$ cat src/rtl/sensor_agua.sv
// sensor_agua: ultrasonic water-level sensor controller for the coffee machine.
// Sends a trigger pulse, times the echo-high interval in centimetres, and
// judges whether the water surface is close enough to the sensor
// (distance <= LIMIAR_CM) to mean there is enough water.
// Optional feature: define SENSOR_AGUA_FILTRO_EN to add a 4-sample echo
// glitch filter after the synchronizer.
//
// Handshake: medir is a one-cycle request and is accepted only in IDLE
// (ignored elsewhere). The result is reported by the levels pronto
// (with suficiente/distancia) or timeout. These two are never high
// together, and they hold until the next accepted medir or zera.
// zera aborts from any state and takes priority over medir.
`timescale 1ns/1ps
module sensor_agua #(
  parameter int TRIG_CICLOS    = 500,
  parameter int CICLOS_CM      = 2941,
  parameter int LIMIAR_CM      = 10,
  parameter int TIMEOUT_CICLOS = 2500000
) (
  input  logic       clock,
  input  logic       reset,
  input  logic       zera,
  input  logic       medir,
  input  logic       echo,
  output logic       trigger,
  output logic       pronto,
  output logic       suficiente,
  output logic       timeout,
  output logic [8:0] distancia,
  output logic [2:0] db_estado
);

  typedef enum logic [2:0] {
    IDLE        = 3'd0,
    TRIGGER     = 3'd1,
    ESPERA_ECHO = 3'd2,
    MEDE        = 3'd3,
    FIM         = 3'd4,
    ERRO        = 3'd5
  } estado_t;

  // The cm counter also times the trigger pulse, so it must hold either range.
  localparam int CM_MAX = (TRIG_CICLOS > CICLOS_CM) ? TRIG_CICLOS : CICLOS_CM;
  localparam int CM_W   = $clog2(CM_MAX + 1);
  localparam int TMO_W  = $clog2(TIMEOUT_CICLOS + 1);

  localparam logic [CM_W-1:0]  TRIG_FIM = CM_W'(TRIG_CICLOS - 1);
  localparam logic [CM_W-1:0]  CM_FIM   = CM_W'(CICLOS_CM - 1);
  localparam logic [TMO_W-1:0] TMO_FIM  = TMO_W'(TIMEOUT_CICLOS - 1);

  estado_t          estado_q;
  logic [CM_W-1:0]  cm_cnt_q;
  logic [TMO_W-1:0] tmo_cnt_q;
  logic             sync1_q, sync2_q;
  logic             echo_s;
  logic             echo_prev_q;
  logic             tmo_fim;
  logic             medindo;

  // Two-flop synchronizer for the asynchronous echo pin.
  always_ff @(posedge clock or negedge reset) begin
    if (!reset) begin
      sync1_q <= 1'b0;
      sync2_q <= 1'b0;
    end else begin
      sync1_q <= echo;
      sync2_q <= sync1_q;
    end
  end

`ifdef SENSOR_AGUA_FILTRO_EN
  logic [2:0] hist_q;
  logic       filt_q;
  logic       estavel;

  // The last three synchronized samples plus the current one must agree
  // before echo_s follows. That gives 3 clocks of added delay per edge.
  assign estavel = (hist_q == {3{sync2_q}});
  assign echo_s  = estavel ? sync2_q : filt_q;

  // Sample history and the last accepted filtered value.
  always_ff @(posedge clock or negedge reset) begin
    if (!reset) begin
      hist_q <= 3'b000;
      filt_q <= 1'b0;
    end else begin
      hist_q <= {hist_q[1:0], sync2_q};
      if (estavel) filt_q <= sync2_q;
    end
  end
`else
  assign echo_s = sync2_q;
`endif

  // Previous echo_s, so ESPERA_ECHO reacts only to a genuine 0->1 edge.
  always_ff @(posedge clock or negedge reset) begin
    if (!reset) echo_prev_q <= 1'b0;
    else        echo_prev_q <= echo_s;
  end

  assign medindo   = (estado_q == TRIGGER) || (estado_q == ESPERA_ECHO) ||
                     (estado_q == MEDE);
  assign tmo_fim   = (tmo_cnt_q == TMO_FIM);
  assign db_estado = estado_q;

  // Measurement FSM with registered outputs and counters.
  always_ff @(posedge clock or negedge reset) begin
    if (!reset) begin
      estado_q   <= IDLE;
      trigger    <= 1'b0;
      pronto     <= 1'b0;
      suficiente <= 1'b0;
      timeout    <= 1'b0;
      distancia  <= 9'd0;
      cm_cnt_q   <= '0;
      tmo_cnt_q  <= '0;
    end else if (zera) begin
      estado_q   <= IDLE;
      trigger    <= 1'b0;
      pronto     <= 1'b0;
      suficiente <= 1'b0;
      timeout    <= 1'b0;
      distancia  <= 9'd0;
      cm_cnt_q   <= '0;
      tmo_cnt_q  <= '0;
    end else if (medindo && tmo_fim) begin
      // Echo never finished in time: report the failure and give up.
      estado_q <= ERRO;
      trigger  <= 1'b0;
      pronto   <= 1'b0;
      timeout  <= 1'b1;
    end else begin
      if (medindo) tmo_cnt_q <= tmo_cnt_q + TMO_W'(1);
      case (estado_q)
        IDLE: begin
          if (medir) begin
            estado_q   <= TRIGGER;
            trigger    <= 1'b1;
            pronto     <= 1'b0;
            suficiente <= 1'b0;
            timeout    <= 1'b0;
            distancia  <= 9'd0;
            cm_cnt_q   <= '0;
            tmo_cnt_q  <= '0;
          end
        end
        TRIGGER: begin
          if (cm_cnt_q == TRIG_FIM) begin
            estado_q <= ESPERA_ECHO;
            trigger  <= 1'b0;
            cm_cnt_q <= '0;
          end else begin
            cm_cnt_q <= cm_cnt_q + CM_W'(1);
          end
        end
        ESPERA_ECHO: begin
          // The detect cycle already has echo high, so it counts as the first.
          if (echo_s && !echo_prev_q) begin
            estado_q <= MEDE;
            cm_cnt_q <= CM_W'(1);
          end
        end
        MEDE: begin
          if (!echo_s) begin
            estado_q <= FIM;
          end else if (cm_cnt_q == CM_FIM) begin
            cm_cnt_q <= '0;
            if (distancia != 9'd511) distancia <= distancia + 9'd1;
          end else begin
            cm_cnt_q <= cm_cnt_q + CM_W'(1);
          end
        end
        FIM: begin
          estado_q   <= IDLE;
          pronto     <= 1'b1;
          suficiente <= (int'(distancia) <= LIMIAR_CM);
        end
        ERRO: begin
          estado_q <= IDLE;
        end
        default: begin
          estado_q <= IDLE;
        end
      endcase
    end
  end

endmodule

$ cat config.mk
export PLATFORM = sky130hd
export DESIGN_NAME = sensor_agua
export DESIGN_NICKNAME = d
export VERILOG_FILES = /design/src/rtl/sensor_agua.sv
export SDC_FILE = /design/constraint.sdc
export NUM_CORES = 1
export LEC_CHECK = 0
export BUFFER_PORTS_ARGS = -buffer_cell sky130_fd_sc_hd__buf_2
export CORE_UTILIZATION = 50
export DETAILED_ROUTE_END_ITERATION = 12
export PLACE_DENSITY = 0.68
export SYNTH_ARGS = -nofsm -noshare
export SYNTH_HDL_FRONTEND = slang
export SYNTH_SLANG_ARGS = --single-unit
$ cat constraint.sdc
create_clock -name clock -period 4 [get_ports clock]
set_clock_uncertainty 0.15 [all_clocks]
set_input_delay 0.4 -clock clock [delete_from_list [all_inputs] [get_ports clock]]
set_output_delay 0.4 -clock clock [all_outputs]
set_load 0.01 [all_outputs]
# Word level (Yosys, flattened, before mapping)
# Index checks and enable logic that the tools add are counted.
# W data, S select, Z words.
totals:
  output_inout_bits: 16
  word_cells: 95
  in_bits: 5
  regBits: 53
op_classes:
  mux: 42
  add_sub_neg: 3
  n_eq_ne: 18
  n_reduce_logical: 20
  order_cmp: 1
ops:
  columns: ["op", "n"]
  rows:
  - ["$mux W22", 5]
  - ["$mux W12", 7]
  - ["$mux W9", 6]
  - ["$pmux W12 S4", 1]
  - ["$add A22 B1 Y22 const B", 1]
  - ["$eq A22 B22 Y1 const B", 1]
  - ["$mux W3", 6]
  - ["$pmux W9 S2", 1]
  - ["$add A12 B1 Y12 const B", 1]
  - ["$eq A12 B12 Y1 const B", 1]
  - ["$eq A12 B9 Y1 const B", 1]
  - ["$mux W1", 12]
  - ["$pmux W3 S4", 1]
  - ["$reduce_bool A3 Y1", 4]
  - ["$add A9 B1 Y9 const B", 1]
  - ["$le A9 B4 Y1 const B", 1]
  - ["$ne A3 B2 Y1 const B", 3]
  - ["$ne A9 B9 Y1 const B", 1]
  - ["$ne A4 B2 Y1 const B", 2]
  - ["$reduce_bool A4 Y1", 2]
  - ["$eq A3 B2 Y1 const B", 2]
  - ["$ne A3 B3 Y1 const B", 2]
  - ["$pmux W1 S2", 3]
  - ["$reduce_and A3 Y1", 2]
  - ["other kinds (14)", 17]

# Logic depth before layout (Yosys ltp)
logic_depth:
  ltp_word: 8
  ltp_mapped: 10
  mapped_depth_nobuf: 10

# Worst setup path before layout
# Ideal clock, no wire load.
synth_path:
  path_type: "register to register"
  start: "reg distancia[0]"
  end: "reg distancia[7]"
  stages_incl_launch_ff: 11
  path_buffers: 0
  arrival_time_ns: 2.190
  period_less_slack_ns: 2.466
  required_ns: 3.724
  path_slack_ns: 1.534
  setup_time_ns: 0.126
  path_cell_list: "dfrtp_1 ha_1 and3_1 and3_1 and3_1 ha_1 nor2b_1 nand4_1 nor4_1 o21a_1 a21oi_1"
synth_between:
  elab_chain_len: 7
  elab_cells_between_ends: 10
  cone_classes: "add/sub (1); eq/ne (2); mux (6); reduce/logical (1)"
synth_rtl:
  columns: ["element", "line", "rtl"]
  rows:
  - ["start: declaration", "29", "output logic [8:0] distancia,"]
  - ["start signal: assignment", "168", "if (distancia != 9'd511) distancia <= distancia + 9'd1;"]
  - ["$add A9 B1 Y9", "168", null]
  - ["$mux W9", "168", null]
  - ["$mux W9", "166", "end else if (cm_cnt_q == CM_FIM) begin"]
  - ["$mux W9", "164", "if (!echo_s) begin"]
  - ["$pmux W9 S2", "134", "case (estado_q)"]
  - ["$mux W9", "126", "end else if (medindo && tmo_fim) begin"]
  - ["$mux W9", "117", "end else if (zera) begin"]
# Parallel ways exist; a longest one is shown, timed or not. The select of a mux whose other input is x is not followed.
# A chain may end at the register's enable or synchronous reset.

# Worst setup path after layout
layout_path:
  start: "reg distancia[1]"
  end: "reg distancia[4]"
# Same word-level chain as after synthesis.

==> summary.txt <==
Routing
  – DR WL/cell: 16.5 um
  – Highest signal layer in the routed design: met4
  – Metal3 WL: 236 um
  – Final wirelength: 7060 um
  – Detailed Routing Iterations Pass 1: 4
  – ANT nets after route: 0
  – Remaining DRCs: 0
  – DRT met1 WL: 3270 um
  – Met2 WL: 3470 um
  – Starting DRC count in detailed routing: 145
  – DR vias: 2653
  – Via-to-Cell Ratio: 6.20

Global routing
  – Vias in the first global route: 2508
  – First-pass GRT wire length: 12000 um
  – Gr ovfl total: 0
  – Initial antenna violation count: 0
  – Pin count of the biggest net entering global routing: 54
  – Global-route usage over all layers: 23.7%

Clock tree
  – Setup bufs post-CTS: 0
  – H-tree levels: 2
  – CTS Buf Count: 5
  – Clk slew on worst S/H paths: 100 ps
  – CTS tree: done
  – Skew-Pair Late Insertion Delay: 310 ps
  – # hold bufs at CTS: 0
  – Longest Clk Path Bufs: 2
  – Post-CTS Resized: 0
  – Clock Sink Count: 53
  – CTS Root Buffer Type: clkbuf_8

Floorplan
  – Die H: 80.5 um
  – Total Die Area: 6480 um^2
  – FP Rows: 28
  – Initial Utilization: 52.0%
  – # IOs: 21
  – Chip width: 80.5 um
  – Core footprint: 5920 um^2

Placement
  – Dpl cells: 420
  – Detailed placement HPWL: 4980 um
  – GPL Wtd Cong: 0.828
  – Buffers on Ports: 20
  – DP Worst Slack: 1300 ps
  – Placed inst area: 3230 um^2

Yosys
  – EDFF count, synth: 0
  – Synth cell types: 55
  – Largest family of logic cells by synthesized area: simple AND/OR/NAND/NOR gates
  – Synth Flop Type: dfrtp_1
  – Post-synthesis sequential area ratio: 43.1%
  – Mapped Cells: 336
  – Synthesis warning total: 0
  – Number of synthesized register bits: 53
  – Async set or reset register ratio after synthesis: 100%
  – XOR/XNOR share of the synthesized area: 5.97%
  – Synth Net Count: 348
  – Compound-Gate Fraction of Synth Area: 18.4%
  – Post-synthesis mux area share: 0.690%
  – Avg Cell Area, Syn: 9.17 um^2
  – Post-Synth Adder-Cell Area: 2.84%
  – Post-Synth Simple-Gate Area: 25.9%
  – Post-synthesis cell area: 3080 um^2

Timing
  – Final Hold Fails: 0
  – Slew HR: 44.0%
  – Slew @ Worst Pin: 833 ps
  – Period minus WS final: 2770 ps
  – Post-route setup slack: 1230 ps
  – Max-slew violations: 0
  – FMAX: 361 MHz
  – Setup TNS: 0 ps
  – Final period util: 69.3%
  – # setup viols final: 0
  – RSZ-0062 raised after global routing: false

Layout
  – Share of layout cells above drive strength 1: 10.8%
  – Layout Cells excl Fill: 428
  – Ant diodes: 0
  – Area growth, synth to finish: 7.60%
  – Post-route cell area: 3310 um^2
  – Fin nets: 364
  – Commonest non-fill, non-tap cells in the layout: dfrtp_1 (53), nor2_1 (30), nand3_1 (26)
  – Commonest non-fill, non-tap cell in the layout: dfrtp_1

Pwr
  – Power Density: 293 nW/um^2
  – Final Power: 0.970 mW
  – Leak Pwr: 1.46 nW
  – Peak supply drop: 0.000142 V

Run
  – Max_cap viols: 0

Critical path
  – CP endpoint kind: flop
  – Setup Crit Path Kind: flop to flop
  – Startpoint types: flop
  – Worst Path Arrival: 2860 ps
  – CP max FO: 6
  – Req. time, crit path: 4090 ps

Worst hold path
  – HP Class: input pin to async pin

Status
  – Status: completed
[layer usage]
metal	track usage, %	up-vias
met1	30.3	1297
met4	6.79	0
li1	-	1286
met2	40.7	61
met5	0	-
met3	4.32	9
[final timing paths]
| kind | endpoint | cells after the start | slack [ps] | startpoint |
|---|---|---|---|---|
| max | distancia[4] | 10 | 1230 | distancia[1] |
| min reg2reg | echo_s | 0 | 210 | sync1_q |
| min | distancia[2] | 2 | 50 | reset |
| max in group asynchronous | tmo_cnt_q[5] | 2 | 3200 | reset |
| max reg2reg | distancia[4] | 10 | 1230 | distancia[1] |
| min in group clock | sync1_q | 1 | 50 | echo |
[through the flow]
stage	util, %	hold WS [ps]
after floorplan	-	-45.6
after global placement	54.6	183
after detailed placement	54.6	187
after CTS	56.0	36.3
after global routing	56.0	36.0
final	56.0	46.6
[area by class of cell]
| type | count | area, um^2 |
|---|---|---|
| clock buffer | 6 | 72.6 |
| clock inverter | 2 | 10.0 |
| inverter | 12 | 45.0 |
| timing repair buffer | 21 | 108 |
| sequential | 53 | 1330 |
| multi-input combinational | 259 | 1660 |
| fill | 540 | 2610 |
| tap | 75 | 93.8 |
[sequential cells by signal (all words and copies together) (netlist names)]
register,count
tmo_cnt_q,22
cm_cnt_q,12
distancia,9
db_estado,3
echo_prev_q,1
echo_s,1
pronto,1
suficiente,1
sync1_q,1
timeout,1
trigger,1
[where the power goes]
group          switching, mW  internal [mW]
clock                  0.172          0.122
combinational         0.0770         0.0378
sequential            0.0169          0.544
[synthesized netlist by cell type, drive strengths merged, types with 2 or more instances]
cell type | instances | area, um^2
a211oi | 2 | 15.0
a31o | 2 | 17.5
nor4b | 2 | 17.5
and4 | 5 | 43.8
nor3 | 9 | 60.1
nor4bb | 2 | 20.0
o211ai | 3 | 22.5
and2 | 2 | 12.5
nand2b | 2 | 12.5
nor4 | 8 | 50.1
dfrtp | 53 | 1330
inv | 11 | 41.3
o21ai | 21 | 105
nor2 | 30 | 113
o31a | 2 | 17.5
or3 | 2 | 17.5
o22ai | 2 | 12.5
a22o | 8 | 70.1
nand3 | 26 | 130
buf | 2 | 12.5
and3 | 10 | 62.6
nand2 | 25 | 93.8
a21o | 5 | 37.5
o2bb2ai | 2 | 17.5
a21oi | 7 | 38.8
ha | 7 | 87.6
a211o | 4 | 35.0
xnor2 | 3 | 26.3
nand4 | 15 | 93.8
clkbuf | 10 | 37.5
a31oi | 13 | 81.3
nor2b | 6 | 37.5
xor2 | 18 | 158
[kinds of logic (layout without fill, tap and decap cells)]
kind of cell,after synthesis,after routing
and+or+nand+nor,147,147
buffers and inverters,24,41
AOI/OAI and AO/OA,82,82
xor gates and xnor gates,21,21
DFF,53,53
adders and majority gates,7,7
muxes,2,2
[worst max-delay path, cell delays in order, from the launching register on]
cell and delay [ps]:
dfrtp_1 440, ha_1 230, and3_1 210, and3_1 210, and3_1 190, ha_1 210, nor2b_1 120, nand4_1 220
nor2_1 410, a31oi_1 150, a31oi_1 150
No activity file was read; power rests on OpenSTA's default activity.
